`src/rtl/word_packer_pkg.sv`:
```
// rtl/word_packer_pkg.sv - shared defaults, header constant and FSM state type for word_packer
package word_packer_pkg;

  localparam int BUS_SIZE_DEF  = 16;
  localparam int WORD_SIZE_DEF = 4;
  localparam int WORD_NUM_DEF  = BUS_SIZE_DEF / WORD_SIZE_DEF;

  // Header word at the default word width; the top widens it to WORD_SIZE
  localparam logic [WORD_SIZE_DEF-1:0] HEADER = '1;

  // IDLE holds no payload words, FILL holds at least one
  typedef enum logic {
    ST_IDLE = 1'b0,
    ST_FILL = 1'b1
  } state_t;

endpackage

```
`src/rtl/word_packer_bus_out_reg.sv`:
```
// rtl/word_packer_bus_out_reg.sv - output bus holding register with downstream stall handling
module bus_out_reg #(
  parameter int BUS_SIZE = 16,
  parameter int WORD_NUM = 4
) (
  input  logic                clk,
  input  logic                reset,
  input  logic                load,
  input  logic [BUS_SIZE-1:0] load_data,
  input  logic [WORD_NUM-1:0] load_ctrl,
  input  logic                out_ready,
  output logic [BUS_SIZE-1:0] data_out,
  output logic [WORD_NUM-1:0] output_control,
  output logic                out_valid
);

  // Load a completed bus, otherwise hold it until downstream takes it.
  // A load only arrives when the slot is empty or being drained this cycle,
  // so loading over a handshake gives back-to-back buses with no bubble.
  always_ff @(posedge clk) begin
    if (!reset) begin
      data_out       <= '0;
      output_control <= '0;
      out_valid      <= 1'b0;
    end else if (load) begin
      data_out       <= load_data;
      output_control <= load_ctrl;
      out_valid      <= 1'b1;
    end else if (out_valid && out_ready) begin
      out_valid      <= 1'b0;
    end
  end

endmodule

```
`src/rtl/word_packer.sv`:
```
// rtl/word_packer.sv - packs header-prefixed words into a bus with early close and header-word rejection
module word_packer
  import word_packer_pkg::*;
#(
  parameter int BUS_SIZE  = BUS_SIZE_DEF,
  parameter int WORD_SIZE = WORD_SIZE_DEF,
  parameter int WORD_NUM  = BUS_SIZE / WORD_SIZE
) (
  input  logic                 clk,
  input  logic                 reset,
  input  logic [WORD_SIZE-1:0] word_in,
  input  logic                 word_valid,
  input  logic                 word_last,
  output logic                 in_ready,
  input  logic                 out_ready,
  output logic [BUS_SIZE-1:0]  data_out,
  output logic [WORD_NUM-1:0]  output_control,
  output logic                 out_valid,
  output logic                 nxt_err,
  output logic                 err
);

  localparam int SLOTS = WORD_NUM - 1;
  localparam int CW    = $clog2(WORD_NUM);
  localparam logic [WORD_SIZE-1:0] HDR = {WORD_SIZE{1'b1}};

  state_t                           state;
  logic [CW-1:0]                    count;
  logic [SLOTS-1:0][WORD_SIZE-1:0]  slots;

  logic                             accept;
  logic                             is_hdr;
  logic                             store;
  logic                             complete;
  logic [CW:0]                      count_after;
  logic [SLOTS-1:0][WORD_SIZE-1:0]  slots_nxt;
  logic [SLOTS-1:0]                 mask_nxt;
  logic [BUS_SIZE-1:0]              load_data;
  logic [WORD_NUM-1:0]              load_ctrl;

  // Handshake, header rejection and the bus image as it would look after this word
  always_comb begin
    in_ready    = reset && (!out_valid || out_ready);
    accept      = word_valid && in_ready;
    is_hdr      = (word_in == HDR);
    nxt_err     = accept && is_hdr;
    store       = accept && !is_hdr;
    count_after = {1'b0, count} + {{CW{1'b0}}, store};
    slots_nxt   = slots;
    mask_nxt    = '0;
    for (int i = 0; i < SLOTS; i++) begin
      // slot SLOTS-1 is filled first, slot 0 last
      if (store && ((SLOTS - 1 - i) == int'(count))) begin
        slots_nxt[i] = word_in;
      end
      mask_nxt[i] = ((SLOTS - 1 - i) < int'(count_after));
    end
    // A dropped header word may still close a partial bus, never an empty one
    complete  = accept &&
                ((count_after == (CW+1)'(SLOTS)) ||
                 (word_last && ((state == ST_FILL) || store)));
    load_data = {HDR, slots_nxt};
    load_ctrl = {1'b1, mask_nxt};
  end

  // Fill FSM: store payload words, clear everything once a bus is handed off
  always_ff @(posedge clk) begin
    if (!reset) begin
      state <= ST_IDLE;
      count <= '0;
      slots <= '0;
    end else if (complete) begin
      state <= ST_IDLE;
      count <= '0;
      slots <= '0;
    end else if (store) begin
      state <= ST_FILL;
      count <= count_after[CW-1:0];
      slots <= slots_nxt;
    end
  end

  // Registered copy of the header-word error, a one-cycle pulse
  always_ff @(posedge clk) begin
    if (!reset) begin
      err <= 1'b0;
    end else begin
      err <= nxt_err;
    end
  end

  bus_out_reg #(
    .BUS_SIZE (BUS_SIZE),
    .WORD_NUM (WORD_NUM)
  ) u_bus_out_reg (
    .clk            (clk),
    .reset          (reset),
    .load           (complete),
    .load_data      (load_data),
    .load_ctrl      (load_ctrl),
    .out_ready      (out_ready),
    .data_out       (data_out),
    .output_control (output_control),
    .out_valid      (out_valid)
  );

endmodule
```
`config.mk`:
```
export PLATFORM = sky130hd
export DESIGN_NAME = word_packer
export DESIGN_NICKNAME = d
export VERILOG_FILES = /design/src/rtl/word_packer_pkg.sv /design/src/rtl/word_packer_bus_out_reg.sv /design/src/rtl/word_packer.sv
export SDC_FILE = /design/constraint.sdc
export NUM_CORES = 1
export LEC_CHECK = 0
export ABC_AREA = 1
export CORE_ASPECT_RATIO = 0.6
export CORE_UTILIZATION = 50
export DETAILED_ROUTE_END_ITERATION = 12
export PLACE_DENSITY = 0.87
export SYNTH_ARGS = -nofsm -noshare
export SYNTH_HDL_FRONTEND = slang
export SYNTH_SLANG_ARGS = --single-unit
```
`constraint.sdc`:
```
create_clock -name clk -period 6 [get_ports clk]
set_clock_uncertainty 0.05 [all_clocks]
set_input_delay 1.5 -clock clk [delete_from_list [all_inputs] [get_ports clk]]
set_output_delay 1.5 -clock clk [all_outputs]
set_load 0.01 [all_outputs]
```
==> impl_metrics.env, run 1 <==
export IMPL_via_count_of_the_first_global_routing_pass=1113
export IMPL_synth_seq_cells=33
export IMPL_holdBufCountCts=0
export IMPL_min_delay_path_class="reg -> reg"
export IMPL_finalCritPeriodShare_pct=80.0
export IMPL_totalNegativeSetupSlack_ns=0
export IMPL_mostFrequentLayoutCells="sky130_fd_sc_hd__nand2_1, sky130_fd_sc_hd__dfxtp_1, sky130_fd_sc_hd__nor2_1, sky130_fd_sc_hd__clkdlybuf4s50_1, sky130_fd_sc_hd__nand3_1"
export IMPL_row_count=15
export IMPL_dpl_cell_count=274
export IMPL_max_slew_margin_rel_pct=68.5
export IMPL_die_x_microns=73.9
export IMPL_hold_path_cell_count=2
export IMPL_globalRouteTotalUtil_pct=20.9
export IMPL_mux_share_of_post_synthesis_cell_area_pct=0
export IMPL_post_cts_repair_resize_count=0
export IMPL_worstMarginPinSlew_ns=0.471
export IMPL_postRouteWirelength_mm=3.22
export IMPL_worst_setup_path_type="in -> out"
export IMPL_core_outline_area_sq_mm=0.00291
export IMPL_non_filler_cells_final=282
export IMPL_timing_reg2reg_worst_path_depth=10
export IMPL_p_switching_mw=0.119
export IMPL_worstSkewPairLatency_ns=0.28
export IMPL_cp_arrival_ns=3.25
export IMPL_postSynthCellCount=212
export IMPL_final_setup_worst_slack_ns=1.20
export IMPL_synth_area_sq_mm=0.00155
export IMPL_die_h_microns=45.1
export IMPL_synth_compound_area_share_pct=6.86
export IMPL_detailed_route_iter0_violations=105
export IMPL_power_share_switching_pct=25.1
export IMPL_area_growth_synth_to_final_pct=24.5
export IMPL_detail_route_drc_violations=0
export IMPL_max_cap_viols=0
export IMPL_setup_viols_final=0
export IMPL_worst_ir_drop_vdd_mv=0.147
export IMPL_crit_path_end_kind="output pin"
export IMPL_combPwrFrac_pct=12.7
export IMPL_routed_wl_per_cell_microns=11.4
export IMPL_most_frequent_standard_cell_in_the_layout_excluding_fill_and_tap_cells="sky130_fd_sc_hd__nand2_1"
export IMPL_layout_nets=251
export IMPL_synth_net_count=224
export IMPL_wire_length_of_the_first_global_routing_pass_mm=5.11
export IMPL_routed_vias=1340
export IMPL_finalHoldViolCount=0
export IMPL_final_max_slew_viol_count=0
export IMPL_power_leakage_nw=0.838
export IMPL_dominant_combinational_cell_family_by_area_after_synthesis="simple AND/OR/NAND/NOR gates"
export IMPL_synth_adder_area_share_pct=2.42
export IMPL_cp_max_fo=11
export IMPL_cts_root_buffer_cell="sky130_fd_sc_hd__clkbuf_8"
export IMPL_outcome="finished clean"
export IMPL_num_io_pins=33
export IMPL_post_route_core_utilization_pct=66.3
export IMPL_path_clk_slew_ns=0.07
export IMPL_estimated_wirelength_of_the_detail_placed_design_mm=2.20
export IMPL_post_cts_buffers=0
export IMPL_synthXorXnorAreaFrac_pct=0
export IMPL_port_buffers=32
export IMPL_floorplan_initialDensity_pct=53.3
export IMPL_ys_seq_area_share_pct=42.6
export IMPL_tritoncts="built"
export IMPL_synth_simple_gate_area_share_pct=35.4
export IMPL_syn_area_per_cell_sq_um=7.31
export IMPL_pre_antenna_drt_iters=4
export IMPL_grt_setup_unrepaired="false"
export IMPL_max_freq_mhz=208
export IMPL_worst_setup_path_start_kind="input port"
export IMPL_grt_overflow=0
export IMPL_gp_routability_congestion=0.821
export IMPL_layout_min_cycle_time_ns=4.80
export IMPL_yosysTopAreaCell="sky130_fd_sc_hd__dfxtp_1"
export IMPL_grt_start_max_net_pins=26
export IMPL_synth_distinct_cells=22
export IMPL_post_synth_top_area_fraction_pct=42.6
export IMPL_design_die_area_sq_mm=0.00333
export IMPL_cts_htree_levels=2
export IMPL_sequential_share_of_power_pct=48.4
export IMPL_num_antenna_cells=0
export IMPL_tritoncts_num_buffers=5
export IMPL_clkPwrFrac_pct=38.9
export IMPL_antenna_left=0
export IMPL_preCtsSetupSlack_ns=1.18
export IMPL_cts_buffer_depth=2
export IMPL_synth_warnings=0
export IMPL_power_internal_mw=0.354
export IMPL_power_per_cell_area_mw_per_mm2=245
export IMPL_layout_drive_gt1_share_pct=9.58
export IMPL_synth_area_top_cells="sky130_fd_sc_hd__dfxtp_1, sky130_fd_sc_hd__nand2_1, sky130_fd_sc_hd__nand3_1"
export IMPL_antenna_found_initial=0
export IMPL_worst_ep_required_ns=4.45
export IMPL_clock_sinks=33
export IMPL_vias_per_cell=4.75
routing by layer:
layer,global-route usage [%],wire (microns),vias up
met5,0,0,-
met4,8.08,39,0
met3,6.03,147,5
met2,30.3,1310,30
met1,29.5,1720,594
li1,-,-,711
power groups by stage:
stage	Combinational, mW	Clock [mW]	Sequential [mW]
after floorplan	0.0410	0	0.235
after global placement	0.0586	0	0.234
after detailed placement	0.0595	0	0.234
after CTS	0.0601	0.186	0.229
after global routing	0.0661	0.194	0.229
final	0.0601	0.184	0.229
final cells by class:
| class | count | area [sq um] |
|---|---|---|
| clock inverter | 1 | 5.00 |
| timing repair buffer | 33 | 328 |
| clock buffer | 7 | 96.3 |
| fill | 247 | 980 |
| sequential | 33 | 661 |
| tap | 42 | 52.6 |
| multi-input combinational | 141 | 693 |
| inverter | 25 | 93.8 |
Yosys cell counts:
cell type / count
sky130_fd_sc_hd__nor2_1: 32
sky130_fd_sc_hd__buf_2: 1
sky130_fd_sc_hd__nor2_2: 2
sky130_fd_sc_hd__nand2_1: 44
sky130_fd_sc_hd__buf_6: 5
sky130_fd_sc_hd__buf_1: 2
sky130_fd_sc_hd__nand3_1: 27
sky130_fd_sc_hd__nand2_4: 3
sky130_fd_sc_hd__nor2_4: 2
sky130_fd_sc_hd__nand3b_1: 1
sky130_fd_sc_hd__inv_1: 24
sky130_fd_sc_hd__clkbuf_1: 1
sky130_fd_sc_hd__a21oi_1: 18
sky130_fd_sc_hd__dfxtp_1: 33
sky130_fd_sc_hd__nor3_1: 2
sky130_fd_sc_hd__buf_4: 4
sky130_fd_sc_hd__o21ai_1: 1
sky130_fd_sc_hd__inv_2: 1
sky130_fd_sc_hd__nand2_2: 4
sky130_fd_sc_hd__o21bai_2: 1
sky130_fd_sc_hd__ha_1: 3
sky130_fd_sc_hd__nand3_4: 1
state kept, by name, summed over array words and instances, names as in the netlist:
name                          count
u_bus_out_reg.data_out           12
u_bus_out_reg.output_control      4
err                               1
slots                            12
u_bus_out_reg.out_valid           1
state                             1
count                             2
path summary, 6_finish.rpt:
| check | from | end | slack, ns |
|---|---|---|---|
| max | reset | in_ready | 1.20 |
| min | u_bus_out_reg.output_control[1] | u_bus_out_reg.output_control[1] | 0.42 |
| max reg2reg | u_bus_out_reg.out_valid | slots[6] | 3.58 |
| min reg2reg | u_bus_out_reg.output_control[1] | u_bus_out_reg.output_control[1] | 0.42 |
through the flow:
stage                     area, sq um  hold slack (ns)  power [mW]
final                            1930            0.420       0.473
after global routing             1930            0.451       0.490
after CTS                        1930            0.421       0.475
after detailed placement         1830            0.409       0.293
after global placement           1830            0.404       0.292
after floorplan                  1550            0.436       0.276
cell families (layout without fill, tap and decap cells):
kind of cell / count (synthesis) / count (layout)
and+or+nand+nor: 118 / 118
AOI/OAI and AO/OA: 20 / 20
DFF: 33 / 33
adders and majority gates: 3 / 3
buffers and inverters: 38 / 66
worst max-delay path, stage by stage:
cell and delay, ns:
sky130_fd_sc_hd__clkdlybuf4s50_1 0.76, sky130_fd_sc_hd__buf_4 0.26, sky130_fd_sc_hd__inv_1 0.07, sky130_fd_sc_hd__a21oi_1 0.11
sky130_fd_sc_hd__clkdlybuf4s50_1 0.54
Power figures use the tool's default switching activity.
==> run 2: changes to the inputs <==
==> constraint.sdc (replaced) <==
create_clock -name clk -period 5 [get_ports clk]
set_clock_uncertainty 0.05 [all_clocks]
set_input_delay 1.25 -clock clk [delete_from_list [all_inputs] [get_ports clk]]
set_output_delay 1.25 -clock clk [all_outputs]
set_load 0.01 [all_outputs]
==> run 2 against run 1 <==
First-iteration DRC count fell by 23%. Utilization fell by 0.73 points. Global-route usage fell by 0.18 points. Critical path type unchanged.
==> impl_metrics.env, run 2 (synthesis gave the netlist of run 1 again) <==
export IMPL_floorplan_initialDensity_pct=53.3
export IMPL_p_switching_mw=0.134
export IMPL_most_frequent_standard_cell_in_the_layout_excluding_fill_and_tap_cells="sky130_fd_sc_hd__nand2_1"
export IMPL_grt_start_max_net_pins=26
export IMPL_cts_root_buffer_cell="sky130_fd_sc_hd__clkbuf_8"
export IMPL_tritoncts="built"
export IMPL_clkPwrFrac_pct=35.1
export IMPL_layout_nets=251
export IMPL_cts_htree_levels=2
export IMPL_finalCritPeriodShare_pct=83.1
export IMPL_antenna_left=0
export IMPL_wl_met3_microns=147
export IMPL_row_count=15
export IMPL_worst_ep_required_ns=3.70
export IMPL_worst_hold_slack_ns=0.414
export IMPL_grt_overflow=0
export IMPL_crit_path_end_kind="output pin"
export IMPL_min_from="u_bus_out_reg.output_control[1]"
export IMPL_power_share_switching_pct=25.2
export IMPL_worstSkewPairLatency_ns=0.28
export IMPL_timing_critical_path_buf_inv=2
export IMPL_routed_wl_per_cell_microns=10.9
export IMPL_top_layer="met4"
export IMPL_cp_arrival_ns=2.86
export IMPL_setup_viols_final=0
export IMPL_met1Wirelength_mm=1.61
export IMPL_holdBufCountCts=0
export IMPL_gp_routability_congestion=0.832
export IMPL_antenna_found_initial=0
export IMPL_vias_per_cell=4.79
export IMPL_worst_path_most_repeated_cell="sky130_fd_sc_hd__clkdlybuf4s50_1"
export IMPL_design_die_area_sq_mm=0.00333
export IMPL_grt_setup_unrepaired="false"
export IMPL_sequential_share_of_power_pct=51.5
export IMPL_mostFrequentLayoutCells="sky130_fd_sc_hd__nand2_1, sky130_fd_sc_hd__dfxtp_1, sky130_fd_sc_hd__nor2_1, sky130_fd_sc_hd__clkdlybuf4s50_1, sky130_fd_sc_hd__nand3_1"
export IMPL_totalNegativeSetupSlack_ns=0
export IMPL_pre_antenna_drt_iters=4
export IMPL_cts_buffer_depth=2
export IMPL_combPwrFrac_pct=13.4
export IMPL_detail_route_drc_violations=0
export IMPL_finalHoldViolCount=0
export IMPL_area_growth_synth_to_final_pct=23.1
export IMPL_reg_top3="slots: 12 flops, u_bus_out_reg.data_out: 12 flops, u_bus_out_reg.output_control: 4 flops"
export IMPL_worstMarginPinSlew_ns=0.429
export IMPL_estimated_wirelength_of_the_detail_placed_design_mm=2.24
export IMPL_layout_drive_gt1_share_pct=8.33
export IMPL_worstPathCellList="clkdlybuf4s50_1, nand3_4, nor3_1, clkdlybuf4s50_1"
export IMPL_final_max_slew_viol_count=0
export IMPL_routed_wl_met2_mm=1.30
export IMPL_power_per_cell_area_mw_per_mm2=280
export IMPL_cp_max_fo=9
export IMPL_core_outline_area_sq_mm=0.00291
export IMPL_max_slew_margin_rel_pct=71.4
export IMPL_max_freq_mhz=241
export IMPL_rr_startpoint="u_bus_out_reg.out_valid"
export IMPL_dpl_cell_count=274
export IMPL_worst_ir_drop_vdd_mv=0.274
export IMPL_final_setup_worst_slack_ns=0.844
export IMPL_via_count_of_the_first_global_routing_pass=1078
export IMPL_worst_setup_path_type="in -> out"
export IMPL_non_filler_cells_final=282
export IMPL_post_cts_repair_resize_count=0
export IMPL_detailed_route_iter0_violations=81
export IMPL_slowest_delay_ns=0.69
export IMPL_postRouteWirelength_mm=3.07
export IMPL_min_delay_path_class="reg -> reg"
export IMPL_die_h_microns=45.1
export IMPL_max_cap_viols=0
export IMPL_cp_slowest_cell="sky130_fd_sc_hd__clkdlybuf4s50_1"
export IMPL_post_cts_buffers=0
export IMPL_layout_min_cycle_time_ns=4.16
export IMPL_routed_vias=1352
export IMPL_clock_sinks=33
export IMPL_die_x_microns=73.9
export IMPL_worst_setup_path_start_kind="input port"
export IMPL_wire_length_of_the_first_global_routing_pass_mm=5.00
export IMPL_power_internal_mw=0.399
export IMPL_power_leakage_nw=0.824
export IMPL_port_buffers=32
export IMPL_cp_top_family="buffers and inverters"
export IMPL_outcome="finished clean"
export IMPL_num_io_pins=33
export IMPL_preCtsSetupSlack_ns=0.856
export IMPL_tritoncts_num_buffers=5
export IMPL_globalRouteTotalUtil_pct=20.8
export IMPL_path_clk_slew_ns=0.06
export IMPL_num_antenna_cells=0
export IMPL_setup_worst_path_start="reset"
==> run 2: stage by stage <==
stage | instance area, sq um | utilization, % | total power, mW
global placement | 1830 | 62.8 | 0.350
global route | 1910 | 65.6 | 0.558
finish | 1910 | 65.6 | 0.534
CTS | 1910 | 65.6 | 0.537
floorplan | 1550 | - | 0.331
detailed placement | 1830 | 62.8 | 0.352
==> run 2: metal layers <==
metal | global-route usage, % | up-vias
met4 | 5.77 | 0
met1 | 29.3 | 606
li1 | - | 713
met2 | 29.4 | 29
met3 | 8.04 | 4
met5 | 0 | -
==> run 2: layout make-up <==
class                           count  area [sq um]
Timing Repair Buffer               33           328
Sequential cell                    33           661
Multi-Input combinational cell    141           693
Tap cell                           42          52.6
Clock buffer                        8          80.1
Inverter                           25          93.8
Fill cell                         259          1000
==> run 2: power groups by stage <==
stage	Combinational (mW)	Clock, mW	Sequential (mW)
after CTS	0.0716	0.191	0.275
after detailed placement	0.0714	0	0.280
after global placement	0.0702	0	0.280
after floorplan	0.0492	0	0.282
final	0.0714	0.188	0.275
after global routing	0.0792	0.203	0.275
==> run 2: final timing paths <==
| check | end | slack [ns] | depth (start not counted) |
|---|---|---|---|
| worst min register to register | u_bus_out_reg.output_control[1] | 0.41 | 2 |
| worst max-delay path | nxt_err | 0.84 | 4 |
| worst max register to register | slots[5] | 2.64 | 10 |
| worst min-delay path | u_bus_out_reg.output_control[1] | 0.41 | 2 |
==> run 2: tightest hold or removal path, stage by stage, from the launching register on <==
cell,delay (ns)
sky130_fd_sc_hd__dfxtp_1,0.31
sky130_fd_sc_hd__nand3_1,0.07
sky130_fd_sc_hd__nand2_1,0.04
==> run 3: changes to the inputs <==
==> constraint.sdc (replaced) <==
create_clock -name clk -period 4.3 [get_ports clk]
set_clock_uncertainty 0.05 [all_clocks]
set_input_delay 1.075 -clock clk [delete_from_list [all_inputs] [get_ports clk]]
set_output_delay 1.075 -clock clk [all_outputs]
set_load 0.01 [all_outputs]
==> run 3 against run 2 <==
Utilization grew 0.99 points. Worst hold slack barely moved. Clock power increased by 35%. Total power is 23% higher. Cell count up 0.35%. Count of clock-buffer cells in the layout shrank 1. Setup slack lost 0.34 ns. Sequential power up 16%. Largest cell class unchanged. Largest power group unchanged.
==> impl_metrics.env, run 3 (synthesis gave the netlist of run 1 again) <==
export IMPL_area_growth_synth_to_final_pct=24.9
export IMPL_totalNegativeSetupSlack_ns=0
export IMPL_layout_nets=252
export IMPL_path_clk_slew_ns=0.06
export IMPL_postRouteWirelength_mm=3.19
export IMPL_via_count_of_the_first_global_routing_pass=1103
export IMPL_worst_setup_path_start_kind="input port"
export IMPL_power_per_cell_area_mw_per_mm2=340
export IMPL_post_cts_repair_resize_count=0
export IMPL_globalRouteTotalUtil_pct=21.2
export IMPL_seqCellArea_sq_um=661
export IMPL_worst_setup_path_type="in -> out"
export IMPL_antenna_left=0
export IMPL_worstPathCellList="clkdlybuf4s50_1, nand3_4, nor3_1, clkdlybuf4s50_1"
export IMPL_design_die_area_sq_mm=0.00333
export IMPL_finalCritPeriodShare_pct=88.3
export IMPL_grt_overflow=0
export IMPL_cp_top_family="buffers and inverters"
export IMPL_cts_buffer_depth=2
export IMPL_post_layout_total_power_mw=0.658
export IMPL_tritoncts="built"
export IMPL_most_frequent_standard_cell_in_the_layout_excluding_fill_and_tap_cells="sky130_fd_sc_hd__nand2_1"
export IMPL_detail_route_drc_violations=0
export IMPL_slowest_delay_ns=0.70
export IMPL_cp_arrival_ns=2.67
export IMPL_multiInputGateArea_sq_um=693
export IMPL_num_io_pins=33
export IMPL_timing_critical_path_buf_inv=2
export IMPL_finalHoldViolCount=0
export IMPL_routed_vias=1332
export IMPL_floorplan_initialDensity_pct=53.3
export IMPL_cts_htree_levels=2
export IMPL_estimated_wirelength_of_the_detail_placed_design_mm=2.22
export IMPL_antenna_found_initial=0
export IMPL_min_delay_path_class="reg -> reg"
export IMPL_detailed_route_iter0_violations=121
export IMPL_vias_per_cell=4.71
export IMPL_tritoncts_num_buffers=5
export IMPL_layout_min_cycle_time_ns=3.79
export IMPL_holdBufCountCts=0
export IMPL_max_slew_margin_rel_pct=69.8
export IMPL_power_leakage_nw=0.844
export IMPL_outcome="finished clean"
export IMPL_layout_drive_gt1_share_pct=9.96
export IMPL_core_outline_area_sq_mm=0.00291
export IMPL_wire_length_of_the_first_global_routing_pass_mm=5.02
export IMPL_port_buffers=32
export IMPL_cp_slowest_cell="sky130_fd_sc_hd__clkdlybuf4s50_1"
export IMPL_row_count=15
export IMPL_die_x_microns=73.9
export IMPL_mostFrequentLayoutCells="sky130_fd_sc_hd__nand2_1, sky130_fd_sc_hd__dfxtp_1, sky130_fd_sc_hd__nor2_1, sky130_fd_sc_hd__clkdlybuf4s50_1, sky130_fd_sc_hd__nand3_1"
export IMPL_grt_setup_unrepaired="false"
export IMPL_grt_start_max_net_pins=26
export IMPL_max_cap_viols=0
export IMPL_worstMarginPinSlew_ns=0.452
export IMPL_post_cts_buffers=0
export IMPL_num_antenna_cells=0
export IMPL_worst_ir_drop_vdd_mv=0.263
export IMPL_gp_routability_congestion=0.826
export IMPL_max_freq_mhz=264
export IMPL_crit_path_end_kind="output pin"
export IMPL_routed_wl_per_cell_microns=11.3
export IMPL_fillerInstances=251
export IMPL_cts_root_buffer_cell="sky130_fd_sc_hd__clkbuf_8"
export IMPL_worst_path_most_repeated_cell="sky130_fd_sc_hd__clkdlybuf4s50_1"
export IMPL_worstSkewPairLatency_ns=0.28
export IMPL_cp_max_fo=9
export IMPL_setup_viols_final=0
export IMPL_worst_ep_required_ns=3.17
export IMPL_die_h_microns=45.1
export IMPL_reg_top3="slots: 12 flops, u_bus_out_reg.data_out: 12 flops, u_bus_out_reg.output_control: 4 flops"
export IMPL_clock_sinks=33
export IMPL_pre_antenna_drt_iters=4
export IMPL_final_max_slew_viol_count=0
## run 3: per-layer routing
metal | up-vias | routed length [microns] | GRT usage [%]
met5 | - | 0 | 0
met4 | 0 | 12 | 8.85
met3 | 2 | 179 | 6.70
met2 | 37 | 1410 | 30.1
met1 | 582 | 1590 | 29.7
li1 | 711 | - | -
## run 3: worst register-to-register path, cell delays in order (launching register included)
cell and delay (ns):
sky130_fd_sc_hd__dfxtp_1 0.36, sky130_fd_sc_hd__nand2_1 0.12, sky130_fd_sc_hd__nand3_4 0.12, sky130_fd_sc_hd__nor2_4 0.04, sky130_fd_sc_hd__ha_1 0.20, sky130_fd_sc_hd__ha_1 0.32
sky130_fd_sc_hd__nand3b_1 0.15, sky130_fd_sc_hd__nand2_4 0.28, sky130_fd_sc_hd__nand2_4 0.14, sky130_fd_sc_hd__nand2_4 0.19, sky130_fd_sc_hd__nor2_1 0.08
## run 3: worst paths after layout
path	startpoint	end	slack (ns)	depth (start not counted)
worst min register to register	u_bus_out_reg.output_control[1]	u_bus_out_reg.output_control[1]	0.41	2
worst min-delay path	u_bus_out_reg.output_control[1]	u_bus_out_reg.output_control[1]	0.41	2
worst max-delay path	reset	nxt_err	0.51	4
worst max register to register	u_bus_out_reg.out_valid	slots[4]	2.15	10
## run 3: cell type report
class / instances / share of cell area [%]
clock buffers: 7 / 4.97
clock inverters: 1 / 0.258
multi-input cells: 141 / 35.8
repair buffers: 34 / 17.3
inverters: 25 / 4.84
flip-flops and latches: 33 / 34.1
well taps: 42 / 2.71
## run 3: stage by stage
step           std cells  instance area [sq um]  util (%)  setup WS, ns  hold WS [ns]
2_1_floorplan        212                   1550         -          1.52         0.436
3_3_place_gp         275                   1840      63.1         0.522         0.403
3_5_place_dp         275                   1840      63.1         0.505         0.411
4_1_cts              283                   1940      66.6         0.488         0.422
5_1_grt              283                   1940      66.6         0.401         0.437
6_report             283                   1940      66.6         0.505         0.413
## run 3: report_power, final
part	internal, mW	leakage [nW]	switching, mW
combinational	0.0349	0.522	0.0497
clock	0.145	0.0542	0.109
sequential	0.315	0.268	0.00416
